`src/rtl/sram_controller_pkg.sv`:
```
// Shared definitions for the 32-bit-to-16-bit SRAM controller:
// FSM encoding, default address map and SRAM geometry.
package sram_controller_pkg;

  typedef enum logic [1:0] {
    ST_IDLE = 2'd0,
    ST_LOW  = 2'd1,
    ST_HIGH = 2'd2,
    ST_DONE = 2'd3
  } state_e;

  localparam logic [31:0] DEFAULT_BASE_ADDR = 32'd1024;
  localparam int          SRAM_AW           = 18;
  localparam int          SRAM_WORD_W       = SRAM_AW - 1;

  // 32-bit word index inside the SRAM for a CPU byte address. The offset
  // wraps modulo 2^32; byte-lane bits and bits above the SRAM size drop out.
  function automatic logic [SRAM_WORD_W-1:0] sram_word(input logic [31:0] addr,
                                                       input logic [31:0] base);
    return SRAM_WORD_W'((addr - base) >> 2);
  endfunction

endpackage

```
`src/rtl/sram_controller_if.sv`:
```
// Pipeline-side memory port of the SRAM controller.
//
// Handshake: wr_en / rd_en act as a level "valid". The requester holds the
// request, address and write data stable until it sees ready=1; the access
// is retired in exactly that cycle, and read_data is valid in that cycle
// for a read. ready=0 stalls the pipeline. A request still asserted in the
// cycle after ready=1 is taken as a new access.
interface sram_controller_if;
  logic        wr_en;
  logic        rd_en;
  logic [31:0] address;
  logic [31:0] write_data;
  logic [31:0] read_data;
  logic        ready;

  modport master (
    output wr_en, rd_en, address, write_data,
    input  read_data, ready
  );

  modport slave (
    input  wr_en, rd_en, address, write_data,
    output read_data, ready
  );
endinterface

```
`src/rtl/sram_controller.sv`:
```
// SRAM controller: splits each 32-bit load/store into two 16-bit SRAM
// accesses (low half, then high half), each lasting PHASE_CYCLES clocks.
// All SRAM pins are registered; ready is combinational so the pipeline can
// freeze in the same cycle a request appears.
module sram_controller
  import sram_controller_pkg::*;
#(
  parameter logic [31:0] BASE_ADDR    = DEFAULT_BASE_ADDR,
  parameter int unsigned PHASE_CYCLES = 2
) (
  input  logic               clk,
  input  logic               rst,
  sram_controller_if.slave   bus,
  output logic [SRAM_AW-1:0] sram_addr,
  output logic [15:0]        sram_dq_out,
  output logic               sram_dq_oe,
  input  logic [15:0]        sram_dq_in,
  output logic               sram_we_n,
  output logic               sram_oe_n,
  output logic               sram_ce_n,
  output logic               sram_ub_n,
  output logic               sram_lb_n,
  output logic [1:0]         state_o
);

  localparam logic [3:0] PHASE_LAST = 4'(PHASE_CYCLES - 1);

  state_e                 state_q, state_d;
  logic [3:0]             cnt_q, cnt_d;
  logic                   op_wr_q;
  logic [SRAM_WORD_W-1:0] word_q;
  logic [31:0]            wdata_q;
  logic [31:0]            rdata_q;
  logic [SRAM_AW-1:0]     sram_addr_q;
  logic [15:0]            dq_out_q;
  logic                   dq_oe_q;
  logic                   we_n_q, oe_n_q, ce_n_q, ub_n_q, lb_n_q;

  logic                   start;
  logic                   phase_last;
  logic                   op_wr_d;
  logic [SRAM_WORD_W-1:0] word_d;
  logic [31:0]            wdata_d;
  logic                   active_d;

  assign start      = bus.rd_en | bus.wr_en;
  assign phase_last = (cnt_q == PHASE_LAST);

  // In IDLE the operation about to start comes straight from the port (it is
  // latched on the same edge); afterwards the latched copy drives the pins.
  assign op_wr_d  = (state_q == ST_IDLE) ? bus.wr_en : op_wr_q;
  assign word_d   = (state_q == ST_IDLE) ? sram_word(bus.address, BASE_ADDR) : word_q;
  assign wdata_d  = (state_q == ST_IDLE) ? bus.write_data : wdata_q;
  assign active_d = (state_d == ST_LOW) || (state_d == ST_HIGH);

  // Next state and phase counter.
  always_comb begin
    state_d = state_q;
    cnt_d   = cnt_q;
    unique case (state_q)
      ST_IDLE: begin
        if (start) begin
          state_d = ST_LOW;
          cnt_d   = '0;
        end
      end
      ST_LOW: begin
        if (phase_last) begin
          state_d = ST_HIGH;
          cnt_d   = '0;
        end else begin
          cnt_d = cnt_q + 4'd1;
        end
      end
      ST_HIGH: begin
        if (phase_last) begin
          state_d = ST_DONE;
          cnt_d   = '0;
        end else begin
          cnt_d = cnt_q + 4'd1;
        end
      end
      ST_DONE: begin
        state_d = ST_IDLE;
        cnt_d   = '0;
      end
      default: begin
        state_d = ST_IDLE;
        cnt_d   = '0;
      end
    endcase
  end

  // FSM state, request latches, read capture and registered SRAM strobes.
  always_ff @(posedge clk or negedge rst) begin
    if (!rst) begin
      state_q     <= ST_IDLE;
      cnt_q       <= '0;
      op_wr_q     <= 1'b0;
      word_q      <= '0;
      wdata_q     <= '0;
      rdata_q     <= '0;
      sram_addr_q <= '0;
      dq_out_q    <= '0;
      dq_oe_q     <= 1'b0;
      we_n_q      <= 1'b1;
      oe_n_q      <= 1'b1;
      ce_n_q      <= 1'b1;
      ub_n_q      <= 1'b1;
      lb_n_q      <= 1'b1;
    end else begin
      state_q <= state_d;
      cnt_q   <= cnt_d;

      if (state_q == ST_IDLE && start) begin
        op_wr_q <= bus.wr_en;
        word_q  <= sram_word(bus.address, BASE_ADDR);
        wdata_q <= bus.write_data;
      end

      // Read data is sampled at the end of each phase, after the SRAM has
      // had the full phase to settle.
      if (state_q == ST_LOW && phase_last && !op_wr_q) begin
        rdata_q[15:0] <= sram_dq_in;
      end
      if (state_q == ST_HIGH && phase_last && !op_wr_q) begin
        rdata_q[31:16] <= sram_dq_in;
      end

      ce_n_q  <= ~active_d;
      ub_n_q  <= ~active_d;
      lb_n_q  <= ~active_d;
      oe_n_q  <= ~(active_d & ~op_wr_d);
      dq_oe_q <= active_d & op_wr_d;
      // Write strobe released on the last phase cycle so data and address
      // are held for one cycle after the rising edge of WE#.
      we_n_q  <= ~(active_d & op_wr_d & (cnt_d != PHASE_LAST));

      if (active_d) begin
        sram_addr_q <= {word_d, (state_d == ST_HIGH)};
      end
      if (active_d && op_wr_d) begin
        dq_out_q <= (state_d == ST_HIGH) ? wdata_d[31:16] : wdata_d[15:0];
      end
    end
  end

  assign bus.ready     = (~bus.rd_en & ~bus.wr_en & (state_q == ST_IDLE)) |
                         (state_q == ST_DONE);
  assign bus.read_data = rdata_q;
  assign sram_addr     = sram_addr_q;
  assign sram_dq_out   = dq_out_q;
  assign sram_dq_oe    = dq_oe_q;
  assign sram_we_n     = we_n_q;
  assign sram_oe_n     = oe_n_q;
  assign sram_ce_n     = ce_n_q;
  assign sram_ub_n     = ub_n_q;
  assign sram_lb_n     = lb_n_q;
  assign state_o       = state_q;

endmodule

```
`src/flat_wrapper.sv`:
```
// flat-port wrapper written by rule: the top's interface ports become plain ports
module sram_controller_flat import sram_controller_pkg::*;
#(
  parameter logic [31:0] BASE_ADDR    = DEFAULT_BASE_ADDR,
  parameter int unsigned PHASE_CYCLES = 2
)
  (clk, rst, sram_addr, sram_dq_out, sram_dq_oe, sram_dq_in, sram_we_n, sram_oe_n, sram_ce_n, sram_ub_n, sram_lb_n, state_o, bus_wr_en, bus_rd_en, bus_address, bus_write_data, bus_read_data, bus_ready);
  sram_controller_if bus_i ();
  input  logic clk;
  input  logic rst;
  output logic [SRAM_AW-1:0] sram_addr;
  output logic [15:0] sram_dq_out;
  output logic sram_dq_oe;
  input  logic [15:0] sram_dq_in;
  output logic sram_we_n;
  output logic sram_oe_n;
  output logic sram_ce_n;
  output logic sram_ub_n;
  output logic sram_lb_n;
  output logic [1:0] state_o;
  input wire logic [$bits(bus_i.wr_en)-1:0] bus_wr_en;
  input wire logic [$bits(bus_i.rd_en)-1:0] bus_rd_en;
  input wire logic [$bits(bus_i.address)-1:0] bus_address;
  input wire logic [$bits(bus_i.write_data)-1:0] bus_write_data;
  output wire logic [$bits(bus_i.read_data)-1:0] bus_read_data;
  output wire logic [$bits(bus_i.ready)-1:0] bus_ready;
  assign bus_i.wr_en = bus_wr_en;
  assign bus_i.rd_en = bus_rd_en;
  assign bus_i.address = bus_address;
  assign bus_i.write_data = bus_write_data;
  assign bus_read_data = bus_i.read_data;
  assign bus_ready = bus_i.ready;
  sram_controller #(.BASE_ADDR(BASE_ADDR), .PHASE_CYCLES(PHASE_CYCLES)) u_core (.clk(clk), .rst(rst), .bus(bus_i), .sram_addr(sram_addr), .sram_dq_out(sram_dq_out), .sram_dq_oe(sram_dq_oe), .sram_dq_in(sram_dq_in), .sram_we_n(sram_we_n), .sram_oe_n(sram_oe_n), .sram_ce_n(sram_ce_n), .sram_ub_n(sram_ub_n), .sram_lb_n(sram_lb_n), .state_o(state_o));
endmodule
```
`config.mk`:
```
export PLATFORM = sky130hd
export DESIGN_NAME = sram_controller_flat
export DESIGN_NICKNAME = d
export VERILOG_FILES = /design/src/rtl/sram_controller_pkg.sv /design/src/rtl/sram_controller_if.sv /design/src/rtl/sram_controller.sv /design/src/flat_wrapper.sv
export SDC_FILE = /design/constraint.sdc
export NUM_CORES = 1
export LEC_CHECK = 0
export CORE_ASPECT_RATIO = 0.7
export CORE_MARGIN = 5
export CORE_UTILIZATION = 48
export CTS_CLUSTER_DIAMETER = 80
export DETAILED_ROUTE_END_ITERATION = 12
export PLACE_DENSITY = 0.81
export SLEW_MARGIN = 5
export SYNTH_ARGS = -nofsm -noshare
export SYNTH_HDL_FRONTEND = slang
export SYNTH_SLANG_ARGS = --single-unit
export TNS_END_PERCENT = 10
```
`constraint.sdc`:
```
create_clock -name clk -period 3.5 [get_ports clk]
set_input_delay 1.05 -clock clk [delete_from_list [all_inputs] [get_ports clk]]
set_output_delay 1.05 -clock clk [all_outputs]
set_load 0.01 [all_outputs]
```
==> reports/summary.txt <==
Status -> complete, no violations
Root Driver -> clkbuf_16
Dpl cell area -> 7170 sq um
Overall power -> 7.95 mW
Fin Clk Skew -> 0.00986 ns
Sequential share of power -> 32.9%
Psw -> 2.56 mW
Vias/cell -> 5.27
Synth unique cells -> 41
Placed instance count -> 679
Combinational share of power -> 46.8%
Worst hold slack -> 0.481 ns
Seq cells post-synth -> 126
Final hold vios -> 0
Switching portion of total power -> 32.2%
Initial antenna violation count -> 0
WP data required -> 2.45 ns
Leakage dissipation -> 3.26 nW
Htree depth -> 4
Final core occ -> 69.4%
Core box area -> 11,100 sq um
Min Tclk post-route -> 3.43 ns
CTS clk-pin slew, worst paths -> 0.05 ns
Layout Cells excl Fill -> 711
Tcrit/Tclk final -> 98.1%
Iteration-0 DRC Markers -> 218
Maxcap violations -> 0
Gpl congestion -> 0.800
Total negative slack -> 0 ns
FMAX -> 291 MHz
Vias in the first global route -> 4,234
Clock group share of total power -> 20.4%
Chip width -> 138 um
Hold WC Path Type -> reg2reg
GRT Total Usage -> 19.2%
Worst setup margin -> 0.0671 ns
Slew @ Worst Pin -> 0.705 ns
Seq/Total Area, Yosys -> 57.1%
VDD IR-drop max -> 0.000573 V
Vias -> 3,748
First-pass GRT wire length -> 21.3 mm
Internal -> 5.40 mW
Synthesis Warnings -> 0
CTS tree -> yes
Synth Instances -> 395
CTS Buf Count -> 17
Pwr/cell area -> 1030 nW/um^2
CP max FO -> 2
Fin. max-slew vios -> 0
Port-buffer cells -> 143
Die area -> 13,800 sq um
CP Capture Type -> primary output
Worst reg2reg setup slack -> 0.81 ns
Fraction of registers with async set/reset -> 100%
WL final -> 12.7 mm
Routed length per instance -> 17.8 um
Pin count of the biggest net entering global routing -> 59
Max-slew headroom -> 53.0%
DRC Markers -> 0
Worst Path Arrival -> 2.38 ns
Post-route ant nets -> 0
Post-detail-place hpwl -> 8.87 mm
Pre-CTS WS -> 0.0368 ns
Diodes inserted -> 0
Dominant synthesized flop cell -> dfrtp_1
Post-CTS Setup Bufs -> 0
Initial core utilization -> 49.7%
EDFF count, synth -> 0
Clock Tree Buf Depth -> 2
Row count -> 32
Endpoints failing setup -> 0
Cell area after layout -> 7730 sq um
Worst skew pair latency -> 0.40 ns
Die Ht -> 99.8 um
Critical path start-end classification -> in2out
Global route overflow -> 0
Layout cells sized above 1 -> 28.3%
CP Launch Type -> input port
Mean Syn Cell Area -> 14.0 sq um
IO Pins -> 159
Count of nets after finishing -> 638
Syn nets -> 488
Clock sinks -> 126
Drt pass-1 iters -> 4
Synthesis-to-finish area growth -> 39.6%
Cell area after synthesis -> 5530 sq um
cells by family after synthesis:
kind of cell,count (synthesis),synth area share (%)
and+or+nand+nor,54,4.91
adders and majority gates,9,2.04
muxes,117,26.8
xor gates and xnor gates,4,0.633
DFF,126,57.1
AOI/OAI and AO/OA,52,5.77
buffers and inverters,33,2.78
layout make-up:
| type | count | area (sq um) |
|---|---|---|
| inverter | 10 | 37.5 |
| clock inverter | 7 | 65.1 |
| clock buffer | 25 | 485 |
| tap | 153 | 191 |
| sequential | 126 | 3160 |
| timing repair buffer | 154 | 1550 |
| fill | 796 | 3400 |
| multi-input combinational | 236 | 2240 |
critical path, stage by stage:
cell,delay [ns]
clkdlybuf4s50_1,0.44
nor3b_2,0.22
or2_2,0.13
clkdlybuf4s50_1,0.54
synth_stat cells, drive strengths merged (4+ instances only):
cell type  instances  share of area, %
a21o               8               1.1
or3                4              0.45
buf               17               1.7
dfrtp            123                56
nand2             25               1.8
o21ai             25               2.3
mux4              16               6.5
ha                 9               2.0
mux2i             11               2.0
mux2              90                18
clkbuf             6              0.41
nand2b             5              0.57
inv               10              0.68
nor2              10              0.72
a21oi              4              0.36
cell usage in the layout, fill, tap and decap left out, types with 2 or more instances in the layout:
| cell | netlist | routed |
|---|---|---|
| nor3b_1 | 3 | 2 |
| clkinvlp_4 | 0 | 2 |
| mux2_2 | 90 | 90 |
| a21o_1 | 8 | 8 |
| dfstp_2 | 3 | 3 |
| o21ai_0 | 22 | 22 |
| buf_4 | 4 | 9 |
| a211oi_1 | 2 | 2 |
| xnor2_1 | 3 | 3 |
| a21oi_1 | 4 | 4 |
| clkbuf_1 | 6 | 5 |
| mux4_2 | 16 | 16 |
| o21ai_1 | 3 | 2 |
| clkbuf_16 | 0 | 17 |
| a311oi_1 | 2 | 2 |
| clkbuf_8 | 0 | 3 |
| clkinv_2 | 0 | 4 |
| o22ai_1 | 2 | 2 |
| inv_1 | 10 | 10 |
| nand2b_1 | 5 | 5 |
| dfrtp_1 | 123 | 123 |
| or3_1 | 4 | 4 |
| nand2_2 | 2 | 2 |
| nor2_1 | 9 | 9 |
| buf_12 | 0 | 3 |
| a31oi_1 | 3 | 3 |
| nand2_1 | 23 | 23 |
| clkdlybuf4s50_1 | 0 | 142 |
| mux2i_1 | 11 | 11 |
| ha_1 | 9 | 8 |
path summary, 6_finish.rpt:
path | startpoint | end | cells past startpoint
worst max-delay path | bus_wr_en | bus_ready | 4
worst min-delay path | u_core.word_q[15] | u_core.word_q[15] | 1
worst max register to register | u_core.state_o[0] | u_core.sram_addr[14] | 9
worst min register to register | u_core.word_q[15] | u_core.word_q[15] | 1
max in group asynchronous | rst | u_core.bus.read_data[29] | 2
min in group asynchronous | rst | u_core.wdata_q[12] | 1
power groups by stage:
| stage | registers (mW) | clock network [mW] | logic [mW] |
|---|---|---|---|
| after floorplan | 2.75 | 0 | 2.11 |
| after global placement | 2.58 | 0 | 3.65 |
| after detailed placement | 2.63 | 0 | 3.77 |
| after CTS | 2.61 | 1.65 | 3.79 |
| after global routing | 2.70 | 1.73 | 4.04 |
| final | 2.61 | 1.62 | 3.72 |
what timing repair did:
item                                    in CTS  in global routing
gates resized for setup                      0                  1
endpoints found under the setup margin       0                  1
hold buffers                                 0                  0
registers in the layout, indices dropped and copies added (netlist names), 2 cells and up:
register,count
u_core.cnt_q,4
u_core.bus.read_data,32
u_core.sram_dq_out,16
u_core.state_o,2
u_core.sram_addr,18
u_core.word_q,17
u_core.wdata_q,32
per-layer routing:
layer | vias up | GRT usage (%) | wire (um)
li1 | 1724 | - | -
met1 | 1906 | 25.6 | 5920
met2 | 103 | 30.5 | 5960
met3 | 15 | 6.29 | 660
met4 | 0 | 5.39 | 140
met5 | - | 0 | 0
(Power assumes the default switching activity.)
